`src/rtl/arb4_rr_v.sv`:
```
// -----------------------------------------------------------------------------
// arb4_rr_v -- four-requester round-robin arbiter with bounded grant tenure.
//
// Turns four level-sensitive request lines into one registered one-hot grant.
// A tenure ends on i_done, on withdrawal of the granted request, or after
// HOLD_MAX grant cycles (HOLD_MAX = 0 disables the timeout). Every release is
// followed by one idle turnaround cycle, and the priority pointer moves to the
// requester just after the one released, so no requester starves.
//
// Ports
//   i_clk      in   1  clock, rising edge
//   i_rst_n    in   1  asynchronous active-low reset
//   i_req      in   4  request lines, bit n = requester n
//   i_done     in   1  end of transfer from the grantee (ignored while idle)
//   o_gnt      out  4  registered one-hot grant, zero when idle
//   o_gnt_idx  out  2  binary index of the grantee, zero when idle
//   o_busy     out  1  a grant is held
//   o_any_req  out  1  combinational OR of i_req
//   o_timeout  out  1  one-cycle pulse after a release caused only by timeout
//
// Also contains or4, the 4-input OR component that qualifies arbitration.
// -----------------------------------------------------------------------------

// 4-input OR component.
//   a  in   4  inputs
//   y  out  1  OR of all inputs
module or4 (
  input  logic [3:0] a,
  output logic       y
);

  assign y = |a;

endmodule

// State table
//   state | meaning
//   IDLE  | no grant held; arbitrate among live requests on the next edge
//   GRANT | one requester owns the grant until done, withdrawal or timeout
module arb4_rr_v #(
  parameter int HOLD_MAX = 8
) (
  input  logic       i_clk,
  input  logic       i_rst_n,
  input  logic [3:0] i_req,
  input  logic       i_done,
  output logic [3:0] o_gnt,
  output logic [1:0] o_gnt_idx,
  output logic       o_busy,
  output logic       o_any_req,
  output logic       o_timeout
);

  typedef enum logic {
    IDLE  = 1'b0,
    GRANT = 1'b1
  } state_t;

  // Timeout fires in the last allowed grant cycle, when cnt reaches HOLD_MAX-1.
  localparam bit         TO_EN    = (HOLD_MAX != 0);
  localparam logic [7:0] CNT_LAST = TO_EN ? 8'(HOLD_MAX - 1) : 8'd0;

  state_t     state;
  logic [1:0] ptr;
  logic [7:0] cnt;

  logic [1:0] winner;
  logic [1:0] cand;
  logic       found;

  logic       rel_done;
  logic       rel_wd;
  logic       rel_to;
  logic       release_now;

  or4 u_any_req (
    .a (i_req),
    .y (o_any_req)
  );

  // Rotating priority search starting at ptr.
  always_comb begin
    winner = ptr;
    cand   = ptr;
    found  = 1'b0;
    for (int k = 0; k < 4; k++) begin
      cand = ptr + 2'(k);
      if (!found && i_req[cand]) begin
        winner = cand;
        found  = 1'b1;
      end
    end
  end

  assign rel_done    = i_done;
  assign rel_wd      = ~i_req[o_gnt_idx];
  assign rel_to      = TO_EN && (cnt == CNT_LAST);
  assign release_now = rel_done | rel_wd | rel_to;

  always_ff @(posedge i_clk or negedge i_rst_n) begin
    if (!i_rst_n) begin
      state     <= IDLE;
      ptr       <= 2'd0;
      cnt       <= 8'd0;
      o_gnt     <= 4'd0;
      o_gnt_idx <= 2'd0;
      o_busy    <= 1'b0;
      o_timeout <= 1'b0;
    end else begin
      o_timeout <= 1'b0;
      case (state)
        IDLE: begin
          if (o_any_req) begin
            state     <= GRANT;
            o_gnt     <= 4'b0001 << winner;
            o_gnt_idx <= winner;
            o_busy    <= 1'b1;
            cnt       <= 8'd0;
          end
        end
        GRANT: begin
          if (release_now) begin
            state     <= IDLE;
            o_gnt     <= 4'd0;
            o_gnt_idx <= 2'd0;
            o_busy    <= 1'b0;
            ptr       <= o_gnt_idx + 2'd1;
            cnt       <= 8'd0;
            // A timeout coinciding with done or withdrawal counts as normal.
            o_timeout <= rel_to & ~rel_done & ~rel_wd;
          end else if (cnt != 8'hFF) begin
            cnt <= cnt + 8'd1;
          end
        end
        default: begin
          state <= IDLE;
        end
      endcase
    end
  end

endmodule

```
`config.mk`:
```
export PLATFORM = sky130hd
export DESIGN_NAME = arb4_rr_v
export DESIGN_NICKNAME = d
export VERILOG_FILES = /design/src/rtl/arb4_rr_v.sv
export SDC_FILE = /design/constraint.sdc
export NUM_CORES = 1
export LEC_CHECK = 0
export ABC_AREA = 1
export BUFFER_PORTS_ARGS = -buffer_cell sky130_fd_sc_hd__clkbuf_2
export CAP_MARGIN = 5
export CELL_PAD_IN_SITES_DETAIL_PLACEMENT = 0
export CELL_PAD_IN_SITES_GLOBAL_PLACEMENT = 2
export CORE_MARGIN = 4
export CORE_UTILIZATION = 35
export DETAILED_ROUTE_END_ITERATION = 8
export PLACE_DENSITY = 0.88
export SLEW_MARGIN = 15
export SYNTH_ARGS = -nofsm -noshare
export SYNTH_HDL_FRONTEND = slang
export SYNTH_SLANG_ARGS = --single-unit
```
`constraint.sdc`:
```
create_clock -name i_clk -period 3 [get_ports i_clk]
set_clock_uncertainty 0.2 [all_clocks]
set_input_delay 0.45 -clock i_clk [delete_from_list [all_inputs] [get_ports i_clk]]
set_output_delay 0.45 -clock i_clk [all_outputs]
set_load 0.1 [all_outputs]
```
* Word-level counts from Yosys, hierarchy flattened
Cells that the tools add are included.
** Word-level totals
- Bits in registers :: 19
- Output and inout bits :: 9
- Input bits :: 7
- Word-level logic and storage cells :: 74
** Operators by class
- $add $sub $neg :: 5
- Reductions and logical operators :: 10
- Shifts and indexed selects :: 1
- $lt $le $gt $ge :: 5
- Bitwise logic cells :: 7
- Equality and inequality tests :: 5
- Mux-type cells :: 34
** Operator list (number)
- 8-bit 2-to-1 mux :: 3
- 8-bit case mux with 2 select lines :: 1
- 2-bit by 3-bit < comparator with 1-bit output (second input constant) :: 5
- 1-bit 2-to-1 mux :: 14
- 1-bit binary-select mux with 2-bit select :: 5
- 2-bit 2-to-1 mux :: 5
- 8-bit by 1-bit adder with 8-bit output (second input constant) :: 1
- 8-bit by 3-bit == test with 1-bit output (second input constant) :: 1
- 4-bit 2-to-1 mux :: 2
- 8-bit inequality test (second input constant) :: 1
- 4-bit case mux with 2 select lines :: 1
- 2-bit AND reduction :: 3
- 2-bit by 1-bit adder with 2-bit output (second input constant) :: 2
- 2-bit adder (second input constant) :: 2
- 1-bit case mux with 2 select lines :: 2
- 2-bit case mux with 2 select lines :: 1
- 4-bit OR reduction :: 1
- 1-bit by 2-bit << shifter with 4-bit output (first input constant) :: 1
- 1-bit logical AND :: 3
- 1-bit zero test :: 3
- 3-bit by 1-bit inequality test with 1-bit output (second input constant) :: 1
- 1-bit NOT :: 3
- 1-bit bitwise AND :: 2
- 2-bit by 1-bit inequality test with 1-bit output (second input constant) :: 1
- other kinds (2) :: 3

* Logic depth before layout (Yosys ltp)
Gate-level depths: netlist of run 1.
- Depth after elaboration :: 15
- Gate-level depth with buffers :: 14
- Gate-level depth less buffers :: 13

* By module
Synthesis of run 1 repeated with hierarchy kept, for this count alone.
** Unflattened totals
- Cells, all modules :: 193
- Area, all modules :: 1323.8 um^2
** By module, submodules not included
- arb4_rr_v :: sequential area each 475.5 um^2, cells an instance 190, area each 1312.5 um^2, instances 1
- or4 :: sequential area each 0.0 um^2, cells an instance 3, area each 11.3 um^2, instances 1

* Worst setup path before layout of run 1
No wires, ideal clock.
- Path kind :: reg2reg
- Start point :: register o_gnt_idx[0]
- End point :: register o_gnt_idx[1]
- Data arrival time :: 1.882 ns
- Setup time :: 0.125 ns
- Path buffers :: 1
- Setup slack :: 0.793 ns
- Cell stages (with the launch flop) :: 11
- Required time :: 2.675 ns
- Period minus slack after synthesis :: 2.207 ns
- Cells stage by stage :: dfrtp_1 > nand2_1 > o211ai_1 > nand2_1 > nand3_2 > nand2_1 > nand2_2 > inv_2 > buf_6 > nand2_1 > o21ai_1
** Between the ends
- Longest elaborated chain between the ends :: 7
** RTL lines
- start, declared :: line 48 : output logic [1:0] o_gnt_idx,
- start signal, assigned :: line 116 : o_gnt_idx <= winner;
- 1-bit binary-select mux with 2-bit select :: line 96 : assign rel_wd = ~i_req[o_gnt_idx];
- 1-bit 2-to-1 mux (implied by the code) :: line 96
- 1-bit NOT :: line 96
- 1-bit OR (2 in series) :: line 98 : assign release_now = rel_done | rel_wd | rel_to;
- 2-bit by 1-bit inequality test with 1-bit output (no source line)
- 2-bit AND reduction (no source line)
No other way between the ends. The select of a mux whose other input is x is not followed.
A chain may end at the register's enable or synchronous reset.

* Final worst setup path of run 1
- Start point :: input port i_req[0]
- End point :: output port o_any_req
** Between the ends
- Longest elaborated chain between the ends :: 1
** RTL lines
- start, declared :: line 45 : input logic [3:0] i_req,
- 4-bit OR reduction :: line 32 : assign y = |a;
- end, declared :: line 50 : output logic o_any_req,
No other way between the ends.

==> results_tabular.tex, run 1 <==
\begin{tabular}{lr}
\hline
Metric & Value \\
\hline
\multicolumn{2}{l}{\textbf{Die}} \\
\quad Die span in x & about 70 um \\
\quad Height of the chip & around 70 um \\
\quad DIE AREA & between 4000 and 5000 um2 \\
\quad Core outline area & between 3000 and 4000 um2 \\
\quad Number of top-level design ports & 16 \\
\quad Effective utilization at floorplan & $\sim$36\% \\
\quad Number of rows in the core area & 22 \\
\multicolumn{2}{l}{\textbf{Synth}} \\
\quad Total nets after synthesis & slightly below 200 \\
\quad Share of synthesized flip-flops with an asynchronous set or reset & 100\% \\
\quad Area contributors post-synth & sky130\_fd\_sc\_hd\_\_dfrtp\_1 35\%, sky130\_fd\_sc\_hd\_\_nand2\_1 19\%, sky130\_fd\_sc\_hd\_\_nand2\_2 7.0\% \\
\quad Cell taking the most area after synthesis & sky130\_fd\_sc\_hd\_\_dfrtp\_1 \\
\quad Number of warning messages in the yosys log & 0 \\
\quad Share of the synthesized area in the top cell type & between 30\% and 40\% \\
\quad Commonest register cell after synthesis & sky130\_fd\_sc\_hd\_\_dfrtp\_1 \\
\quad Sequential share of the synthesized area & a little over a third \\
\quad Post-Syn Area & 1340 um2 \\
\quad Instance count of the mapped netlist & between 150 and 200 \\
\quad Library cells used by synthesis & 29 \\
\quad Top cell types by occurrence after synthesis & 67 x sky130\_fd\_sc\_hd\_\_nand2\_1, 19 x sky130\_fd\_sc\_hd\_\_dfrtp\_1, 17 x sky130\_fd\_sc\_hd\_\_nand3\_1, 15 x sky130\_fd\_sc\_hd\_\_nand2\_2, 14 x sky130\_fd\_sc\_hd\_\_inv\_1 \\
\quad Library cell with the highest instance count after synthesis & sky130\_fd\_sc\_hd\_\_nand2\_1 \\
\quad Number of storage elements in the synthesis netlist & 19 \\
\quad Mean Syn Cell Area & approximately 7 um2 \\
\quad Post-synth EDFFs & 0 \\
\multicolumn{2}{l}{\textbf{GRT}} \\
\quad First-pass GRT wire length & between 5000 and 6000 um \\
\quad Vias in the first global route & about 1200 \\
\quad Pin count of the biggest net entering global routing & 20 \\
\quad Global route overflow & 0 \\
\quad GR Util All Layers & 13.0\% \\
\quad Number of antenna violations at the first check in global routing & 0 \\
\multicolumn{2}{l}{\textbf{Final layout}} \\
\quad Finished Cell Area & around 1500 um2 \\
\quad Fraction of final layout cells sized beyond drive strength 1 & between 20\% and 30\% \\
\quad Number of diodes & 0 \\
\quad Count of nets after finishing & between 200 and 250 \\
\quad Area added between synthesis and finish & 11.9\% \\
\multicolumn{2}{l}{\textbf{Clock network}} \\
\quad Clock sink total & 19 \\
\quad TritonCTS clock tree & built \\
\quad Clock slew at reported path FFs & about 0.07 ns \\
\quad Cts bufs inserted & 3 \\
\quad Latest clock arrival within the worst-skew pair & between 0.2 and 0.3 ns \\
\quad Largest buffer count on any clock path & 2 \\
\quad H-tree Lvls & 1 \\
\quad CTS Root Buffer Type & sky130\_fd\_sc\_hd\_\_clkbuf\_8 \\
\quad Cts repair resizes & 0 \\
\multicolumn{2}{l}{\textbf{Pwr}} \\
\quad PwrDens & $\sim$1100 nW/um2 \\
\quad Peak ir drop on the vdd network & about 340 uV \\
\quad Static leakage power & 0.000766 uW \\
\quad Power, Total & 1680 uW \\
\multicolumn{2}{l}{\textbf{Timing}} \\
\quad Unrepaired setup endpoints after global routing & no \\
\quad Setup ws final & 0.822 ns \\
\quad Count of final setup violators & 0 \\
\quad Transition time at the pin with the least slew margin & between 0.5 and 0.6 ns \\
\quad Fin crit share & slightly above 70\% \\
\quad Minimum clock period & 2.18 ns \\
\quad Final hold slack & about 0.25 ns \\
\quad Tightest slew margin relative to the limit & between 60\% and 70\% \\
\quad Final Slew Violations & 0 \\
\quad Number of hold violations in the final report & 0 \\
\quad Setup TNS & 0 ns \\
\quad Fmax & between 400 and 500 MHz \\
\multicolumn{2}{l}{\textbf{Drt}} \\
\quad Antenna-violating nets left & 0 \\
\quad Average wire per cell in the routed design & $\sim$12 um \\
\quad Total via count in the routed design & $\sim$1200 \\
\quad Vias/cell & between 4 and 5 \\
\quad Drt total wl & 2910 um \\
\quad DRC violation count after routing & 0 \\
\quad Drt pass-1 iters & 4 \\
\quad First-iteration detailed-routing DRC count & 91 \\
\multicolumn{2}{l}{\textbf{Placed design}} \\
\quad I/O Buffers & 15 \\
\quad Placer Congestion & $\sim$0.84 \\
\quad Cell area after placement & roughly 1400 um2 \\
\quad Half-perimeter wire length of the detailed placement result & 2370 um \\
\quad Worst slack at placement & 0.777 ns \\
\multicolumn{2}{l}{\textbf{Setup path}} \\
\quad Largest fanout of any net on the critical path & 4 \\
\quad Critical path arrival & 1.53 ns \\
\quad CP Data Required Time & 2.35 ns \\
\quad FF-to-FF path depth & 11 \\
\quad Type of element launching the critical path & input pin \\
\quad Endpoint class of the critical path & output pin \\
\quad Crit Path Category & input pin to output pin \\
\multicolumn{2}{l}{\textbf{Run status}} \\
\quad Outcome & finished clean \\
\multicolumn{2}{l}{\textbf{Worst hold path}} \\
\quad Class of the tightest hold or removal check & input pin to register \\
\quad Count of cells along the worst hold path & 4 \\
\multicolumn{2}{l}{\textbf{Job}} \\
\quad Max-capacitance violation count & 0 \\
\hline
\end{tabular}
[per-layer routing]
metal  GRT usage [%]  part of all wire [%]  up-vias
li1                -                     -      630
met1            16.3                    45      549
met2            23.7                    52       10
met3            1.15                   2.1        2
met4            3.19                  0.58        0
met5               0                     0        -
[cells by family (layout without fill, tap and decap cells)]
kind of cell    count (synthesis)  after routing  share of synthesized area [%]
buf+inv                        22             39                           7.54
xor+xnor                        4              4                           2.61
fa+ha+maj                       1              1                          0.931
compound gates                 11             11                           4.75
flops                          19             19                           35.4
simple gates                  130            130                           48.8
[critical path, stage by stage]
cell                       delay [ns]
sky130_fd_sc_hd__clkbuf_2        0.13
sky130_fd_sc_hd__nor4_2          0.49
sky130_fd_sc_hd__inv_1           0.08
sky130_fd_sc_hd__clkbuf_2        0.38
[area by class of cell]
class	count	area [um2]
Multi-Input combinational cell	146	767
Sequential cell	19	475
Tap cell	48	60.1
Timing Repair Buffer	16	85.1
Inverter	19	71.3
Fill cell	409	2180
Clock buffer	4	45.0
[state kept, by name (all words and copies together), names as in the netlist]
signal / cells
cnt: 8
o_busy: 1
o_gnt: 4
o_gnt_idx: 2
o_timeout: 1
ptr: 2
state: 1
[placed cells by master (no fill, tap or decap), types with 2 or more instances in the layout]
| master | synthesis | final |
|---|---|---|
| sky130_fd_sc_hd__nand2_1 | 67 | 67 |
| sky130_fd_sc_hd__dfrtp_1 | 19 | 19 |
| sky130_fd_sc_hd__nand3_1 | 17 | 17 |
| sky130_fd_sc_hd__nand2_2 | 15 | 15 |
| sky130_fd_sc_hd__clkbuf_2 | 0 | 15 |
| sky130_fd_sc_hd__inv_1 | 14 | 14 |
| sky130_fd_sc_hd__nor2_1 | 8 | 8 |
| sky130_fd_sc_hd__nor3_1 | 7 | 7 |
| sky130_fd_sc_hd__nand3_2 | 5 | 5 |
| sky130_fd_sc_hd__inv_2 | 4 | 4 |
| sky130_fd_sc_hd__o21ai_1 | 4 | 4 |
| sky130_fd_sc_hd__nand2_4 | 3 | 3 |
| sky130_fd_sc_hd__o21ai_0 | 3 | 3 |
| sky130_fd_sc_hd__xor2_1 | 3 | 3 |
| sky130_fd_sc_hd__clkbuf_8 | 0 | 3 |
| sky130_fd_sc_hd__nor2_2 | 2 | 2 |
[report_power, final]
group	total (uW)	internal [uW]	switching, uW
registers	413	321	92.0
logic	1090	285	803
clock network	174	94.2	79.9
[metrics by stage]
step | util [%] | instances
6_report | 40.8 | 252
5_1_grt | 40.8 | 252
4_1_cts | 40.8 | 252
3_5_place_dp | 39.3 | 247
3_3_place_gp | 39.3 | 247
2_1_floorplan | - | 187
[path summary, 6_finish.rpt]
kind	from	to	slack, ns
setup / recovery	i_req[0]	o_any_req	0.82
hold / removal	i_done	o_timeout$_DFF_PN0_	0.25
setup reg to reg	cnt[0]$_DFFE_PN0P_	cnt[1]$_DFFE_PN0P_	0.91
hold reg to reg	o_gnt[2]$_DFFE_PN0P_	o_gnt[2]$_DFFE_PN0P_	0.29
max in group asynchronous	i_rst_n	o_gnt[3]$_DFFE_PN0P_	1.79
min in group asynchronous	i_rst_n	cnt[4]$_DFFE_PN0P_	0.48
[repair_timing]
action,4_1_cts,5_1_grt
endpoints found under the hold margin,19,0
hold buffers,1,0
endpoints found under the setup margin,0,0
setup buffers,0,0
(Power assumes the default switching activity.)
==> run 2, diff against run 1 <==
--- a/config.mk
+++ b/config.mk
@@ -5,7 +5,7 @@
 export SDC_FILE = /design/constraint.sdc
 export NUM_CORES = 1
 export LEC_CHECK = 0
-export ABC_AREA = 1
+export ABC_AREA = 0
 export BUFFER_PORTS_ARGS = -buffer_cell sky130_fd_sc_hd__clkbuf_2
 export CAP_MARGIN = 5
 export CELL_PAD_IN_SITES_DETAIL_PLACEMENT = 0
@@ -13,7 +13,7 @@
 export CORE_MARGIN = 4
 export CORE_UTILIZATION = 35
 export DETAILED_ROUTE_END_ITERATION = 8
-export PLACE_DENSITY = 0.88
+export PLACE_DENSITY = 0.82
 export SLEW_MARGIN = 15
 export SYNTH_ARGS = -nofsm -noshare
 export SYNTH_HDL_FRONTEND = slang
==> constraint.sdc (replaced) <==
create_clock -name i_clk -period 2.01 [get_ports i_clk]
set_clock_uncertainty 0.2 [all_clocks]
set_input_delay 0.3015 -clock i_clk [delete_from_list [all_inputs] [get_ports i_clk]]
set_output_delay 0.3015 -clock i_clk [all_outputs]
set_load 0.1 [all_outputs]
==> results_tabular.tex, run 2 <==
\begin{tabular}{lr}
\hline
Metric & Value \\
\hline
\multicolumn{2}{l}{\textbf{Drt}} \\
\quad First-iteration detailed-routing DRC count & 42 (was 91) \\
\quad Drt total wl & 2600 um (was 2910 um) \\
\quad Drt pass-1 iters & 4 (unchanged) \\
\quad DRC violation count after routing & 0 (unchanged) \\
\quad Average wire per cell in the routed design & 13.9 um (was 11.6 um) \\
\quad Vias/cell & 5.23 (was 4.73) \\
\quad Antenna-violating nets left & 0 (unchanged) \\
\quad Total via count in the routed design & 978 (was 1191) \\
\multicolumn{2}{l}{\textbf{Timing}} \\
\quad Fmax & 487 MHz \\
\quad Minimum clock period & between 2 and 2.5 ns \\
\quad Fin crit share & 102\% \\
\quad Number of hold violations in the final report & 0 (unchanged) \\
\quad Setup TNS & -0.181 ns (was 0 ns) \\
\quad Tightest slew margin relative to the limit & 63.8\% (was 63.6\%) \\
\quad Unrepaired setup endpoints after global routing & yes (was no) \\
\quad Transition time at the pin with the least slew margin & 0.541 ns (was 0.548 ns) \\
\quad Setup ws final & -0.0421 ns (was 0.822 ns) \\
\quad Final hold slack & 0.176 ns (was 0.252 ns) \\
\quad Final Slew Violations & 0 (unchanged) \\
\quad Count of final setup violators & 6 (was 0) \\
\multicolumn{2}{l}{\textbf{Pwr}} \\
\quad Proportion of total power due to net switching & 52.6\% (was 58.2\%) \\
\quad Clock group share of total power & 11.4\% (was 10.4\%) \\
\quad Switching pwr & 931 uW (was 975 uW) \\
\quad PwrDens & 1260 nW/um2 (was 1110 nW/um2) \\
\quad Flop pwr share & 32.8\% (was 24.7\%) \\
\quad Power Internal & 839 uW (was 701 uW) \\
\quad Power, Total & 1770 uW (was 1680 uW) \\
\quad Peak ir drop on the vdd network & 876 uV (was 340 uV) \\
\quad Static leakage power & 0.000638 uW (was 0.000766 uW) \\
\quad Logic pwr share & 55.8\% (was 65.0\%) \\
\multicolumn{2}{l}{\textbf{Final layout}} \\
\quad Flip-flop count of the largest register, all copies and words added & 8 (unchanged) \\
\quad Core Util, Final & 46.1\% (was 40.8\%) \\
\quad Leading cell type in the layout, fill and taps excluded & sky130\_fd\_sc\_hd\_\_dfrtp\_1 (was sky130\_fd\_sc\_hd\_\_nand2\_1) \\
\quad Most flops, register & cnt (unchanged) \\
\quad Number of diodes & 0 (unchanged) \\
\quad Count of nets after finishing & 152 (was 213) \\
\quad Area added between synthesis and finish & 26.4\% (was 11.9\%) \\
\quad Largest registers in the final layout & cnt x8, o\_gnt x4 (unchanged) \\
\quad Commonest non-fill, non-tap cells in the layout & 17 x sky130\_fd\_sc\_hd\_\_dfrtp\_1, 15 x sky130\_fd\_sc\_hd\_\_buf\_4, 14 x sky130\_fd\_sc\_hd\_\_clkbuf\_2 (was 67 x sky130\_fd\_sc\_hd\_\_nand2\_1, 19 x sky130\_fd\_sc\_hd\_\_dfrtp\_1, 17 x sky130\_fd\_sc\_hd\_\_nand3\_1) \\
\quad Fraction of final layout cells sized beyond drive strength 1 & 35.7\% (was 25.5\%) \\
\multicolumn{2}{l}{\textbf{Setup path}} \\
\quad CP Data Required Time & 2.01 ns (was 2.35 ns) \\
\quad Largest fanout of any net on the critical path & 6 (was 4) \\
\quad Endpoint class of the critical path & register (was output pin) \\
\quad Critical path arrival & 2.06 ns (was 1.53 ns) \\
\quad Type of element launching the critical path & register (was input pin) \\
\quad Crit Path Category & register to register (was input pin to output pin) \\
\multicolumn{2}{l}{\textbf{Die}} \\
\quad Number of top-level design ports & 16 (unchanged) \\
\quad Height of the chip & 64.4 um (was 70.0 um) \\
\quad DIE AREA & 4150 um2 (was 4890 um2) \\
\quad Core outline area & 3050 um2 (was 3690 um2) \\
\quad Effective utilization at floorplan & 36.5\% (was 36.4\%) \\
\quad Die span in x & 64.4 um (was 70.0 um) \\
\quad Number of rows in the core area & 20 (was 22) \\
\multicolumn{2}{l}{\textbf{Synth}} \\
\quad Cell taking the most area after synthesis & sky130\_fd\_sc\_hd\_\_dfrtp\_1 (unchanged) \\
\quad Mean Syn Cell Area & 9.85 um2 (was 7.19 um2) \\
\quad Area contributors post-synth & sky130\_fd\_sc\_hd\_\_dfrtp\_1 43\%, sky130\_fd\_sc\_hd\_\_a21oi\_1 4.5\%, sky130\_fd\_sc\_hd\_\_a32o\_2 4.0\% (was sky130\_fd\_sc\_hd\_\_dfrtp\_1 35\%, sky130\_fd\_sc\_hd\_\_nand2\_1 19\%, sky130\_fd\_sc\_hd\_\_nand2\_2 7.0\%) \\
\quad Commonest register cell after synthesis & sky130\_fd\_sc\_hd\_\_dfrtp\_1 (unchanged) \\
\quad Library cell with the highest instance count after synthesis & sky130\_fd\_sc\_hd\_\_dfrtp\_1 (was sky130\_fd\_sc\_hd\_\_nand2\_1) \\
\quad Library cells used by synthesis & 45 (was 29) \\
\quad Number of storage elements in the synthesis netlist & 19 (unchanged) \\
\quad Share of the synthesized area in the top cell type & 42.7\% (was 35.4\%) \\
\quad Total nets after synthesis & 121 (was 195) \\
\quad Share of synthesized flip-flops with an asynchronous set or reset & 100\% (unchanged) \\
\quad Instance count of the mapped netlist & 113 (was 187) \\
\quad Sequential share of the synthesized area & 42.7\% (was 35.4\%) \\
\quad Post-synth EDFFs & 0 (unchanged) \\
\quad Post-Syn Area & 1110 um2 (was 1340 um2) \\
\quad Number of warning messages in the yosys log & 0 (unchanged) \\
\quad Top cell types by occurrence after synthesis & 19 x sky130\_fd\_sc\_hd\_\_dfrtp\_1, 10 x sky130\_fd\_sc\_hd\_\_a21oi\_1, 9 x sky130\_fd\_sc\_hd\_\_nand2\_1, 6 x sky130\_fd\_sc\_hd\_\_inv\_1, 5 x sky130\_fd\_sc\_hd\_\_nor2\_1 (was 67 x sky130\_fd\_sc\_hd\_\_nand2\_1, 19 x sky130\_fd\_sc\_hd\_\_dfrtp\_1, 17 x sky130\_fd\_sc\_hd\_\_nand3\_1, 15 x sky130\_fd\_sc\_hd\_\_nand2\_2, 14 x sky130\_fd\_sc\_hd\_\_inv\_1) \\
\multicolumn{2}{l}{\textbf{Clock network}} \\
\quad Clock sink total & 19 (unchanged) \\
\quad H-tree Lvls & 1 (unchanged) \\
\quad Cts bufs inserted & 3 (unchanged) \\
\quad Latest clock arrival within the worst-skew pair & 0.30 ns (was 0.25 ns) \\
\quad Buffers inserted by post-CTS timing repair & 0 (unchanged) \\
\quad Largest buffer count on any clock path & 2 (unchanged) \\
\quad Clock slew at reported path FFs & 0.12 ns (was 0.07 ns) \\
\quad CTS Root Buffer Type & sky130\_fd\_sc\_hd\_\_clkbuf\_4 (was sky130\_fd\_sc\_hd\_\_clkbuf\_8) \\
\quad TritonCTS clock tree & built (unchanged) \\
\multicolumn{2}{l}{\textbf{Placed design}} \\
\quad I/O Buffers & 15 (unchanged) \\
\quad Half-perimeter wire length of the detailed placement result & 2040 um (was 2370 um) \\
\quad Placer Congestion & 0.853 (was 0.843) \\
\quad Worst slack at placement & -0.0874 ns (was 0.777 ns) \\
\multicolumn{2}{l}{\textbf{GRT}} \\
\quad Pin count of the biggest net entering global routing & 20 (unchanged) \\
\quad Met1 track demand over resource & 21.6\% (was 16.3\%) \\
\quad Met3 Resource Use GR & 2.99\% (was 1.15\%) \\
\quad Top Usage Layer GRT & met1 (was met2) \\
\quad First-pass GRT wire length & 4820 um (was 5310 um) \\
\quad Met2 usage in global routing & 21.5\% (was 23.7\%) \\
\quad Number of antenna violations at the first check in global routing & 0 (unchanged) \\
\quad Global route overflow & 0 (unchanged) \\
\quad Vias in the first global route & 1010 (was 1204) \\
\quad GR Util All Layers & 14.6\% (was 13.0\%) \\
\multicolumn{2}{l}{\textbf{Run status}} \\
\quad Failing checks & setup timing \\
\quad Outcome & finished with violations (was finished clean) \\
\multicolumn{2}{l}{\textbf{Job}} \\
\quad Max-capacitance violation count & 0 (unchanged) \\
\multicolumn{2}{l}{\textbf{Worst hold path}} \\
\quad Class of the tightest hold or removal check & input pin to register (unchanged) \\
\hline
\end{tabular}
run 2: per-layer routing:
| layer | up-vias | wire length (um) |
|---|---|---|
| met1 | 471 | 1290 |
| met5 | - | 0 |
| met3 | 2 | 99 |
| li1 | 488 | - |
| met4 | 0 | 13 |
| met2 | 17 | 1190 |
run 2: power by group through the flow:
stage	registers, uW	logic, uW	clock network, uW
5_1_grt	597	1060	221
3_5_place_dp	584	977	0
3_3_place_gp	584	966	0
6_report	581	987	202
2_1_floorplan	979	389	0
4_1_cts	581	978	209
run 2: timing repair:
item | 4_1_cts | 5_1_grt
hold buffers | 1 | 0
pin swaps | 1 | 1
hold endpoints to repair | 19 | 0
resized for setup | 2 | 1
endpoints found under the setup margin | 9 | 16
run 2: cell families after synthesis:
group,after synthesis,synth area share [%]
xor gates and xnor gates,2,1.57
adders and majority gates,1,1.12
AOI/OAI and AO/OA,41,28.9
buffers and inverters,11,4.72
and+or+nand+nor,35,17.3
muxes,4,3.71
DFF,19,42.7
run 2: metrics by stage:
stage	area (um2)	cells
floorplan	1120	113
global placement	1350	182
detailed placement	1350	182
CTS	1400	187
global route	1410	187
finish	1410	187
run 2: worst max-delay path, stage by stage (launching register included):
cell	delay, ns
sky130_fd_sc_hd__dfrtp_1	0.40
sky130_fd_sc_hd__or4_4	0.54
sky130_fd_sc_hd__or3_4	0.36
sky130_fd_sc_hd__a21o_4	0.23
sky130_fd_sc_hd__a22o_1	0.22
run 2: worst paths after layout:
check	depth (start not counted)	slack [ns]	start	endpoint
min reg2reg	1	0.30	o_busy$_DFFE_PN0P_	o_busy$_DFFE_PN0P_
max in group asynchronous	2	1.00	i_rst_n	o_gnt_idx[0]$_DFFE_PN0P_
max reg2reg	4	-0.04	cnt[5]$_DFFE_PN0P_	o_gnt_idx[0]$_DFFE_PN0P_
min in group asynchronous	2	0.27	i_rst_n	o_timeout$_DFF_PN0_
max	4	-0.04	cnt[5]$_DFFE_PN0P_	o_gnt_idx[0]$_DFFE_PN0P_
min	3	0.18	i_done	o_busy$_DFFE_PN0P_
run 2: final cells by class:
type / instances / area [um2]
Fill cell: 308 / 1650
Multi-Input combinational cell: 83 / 612
Sequential cell: 19 / 478
Timing Repair Buffer: 31 / 213
Tap cell: 44 / 55.1
Clock buffer: 3 / 22.5
Inverter: 6 / 22.5
Clock inverter: 1 / 5.00
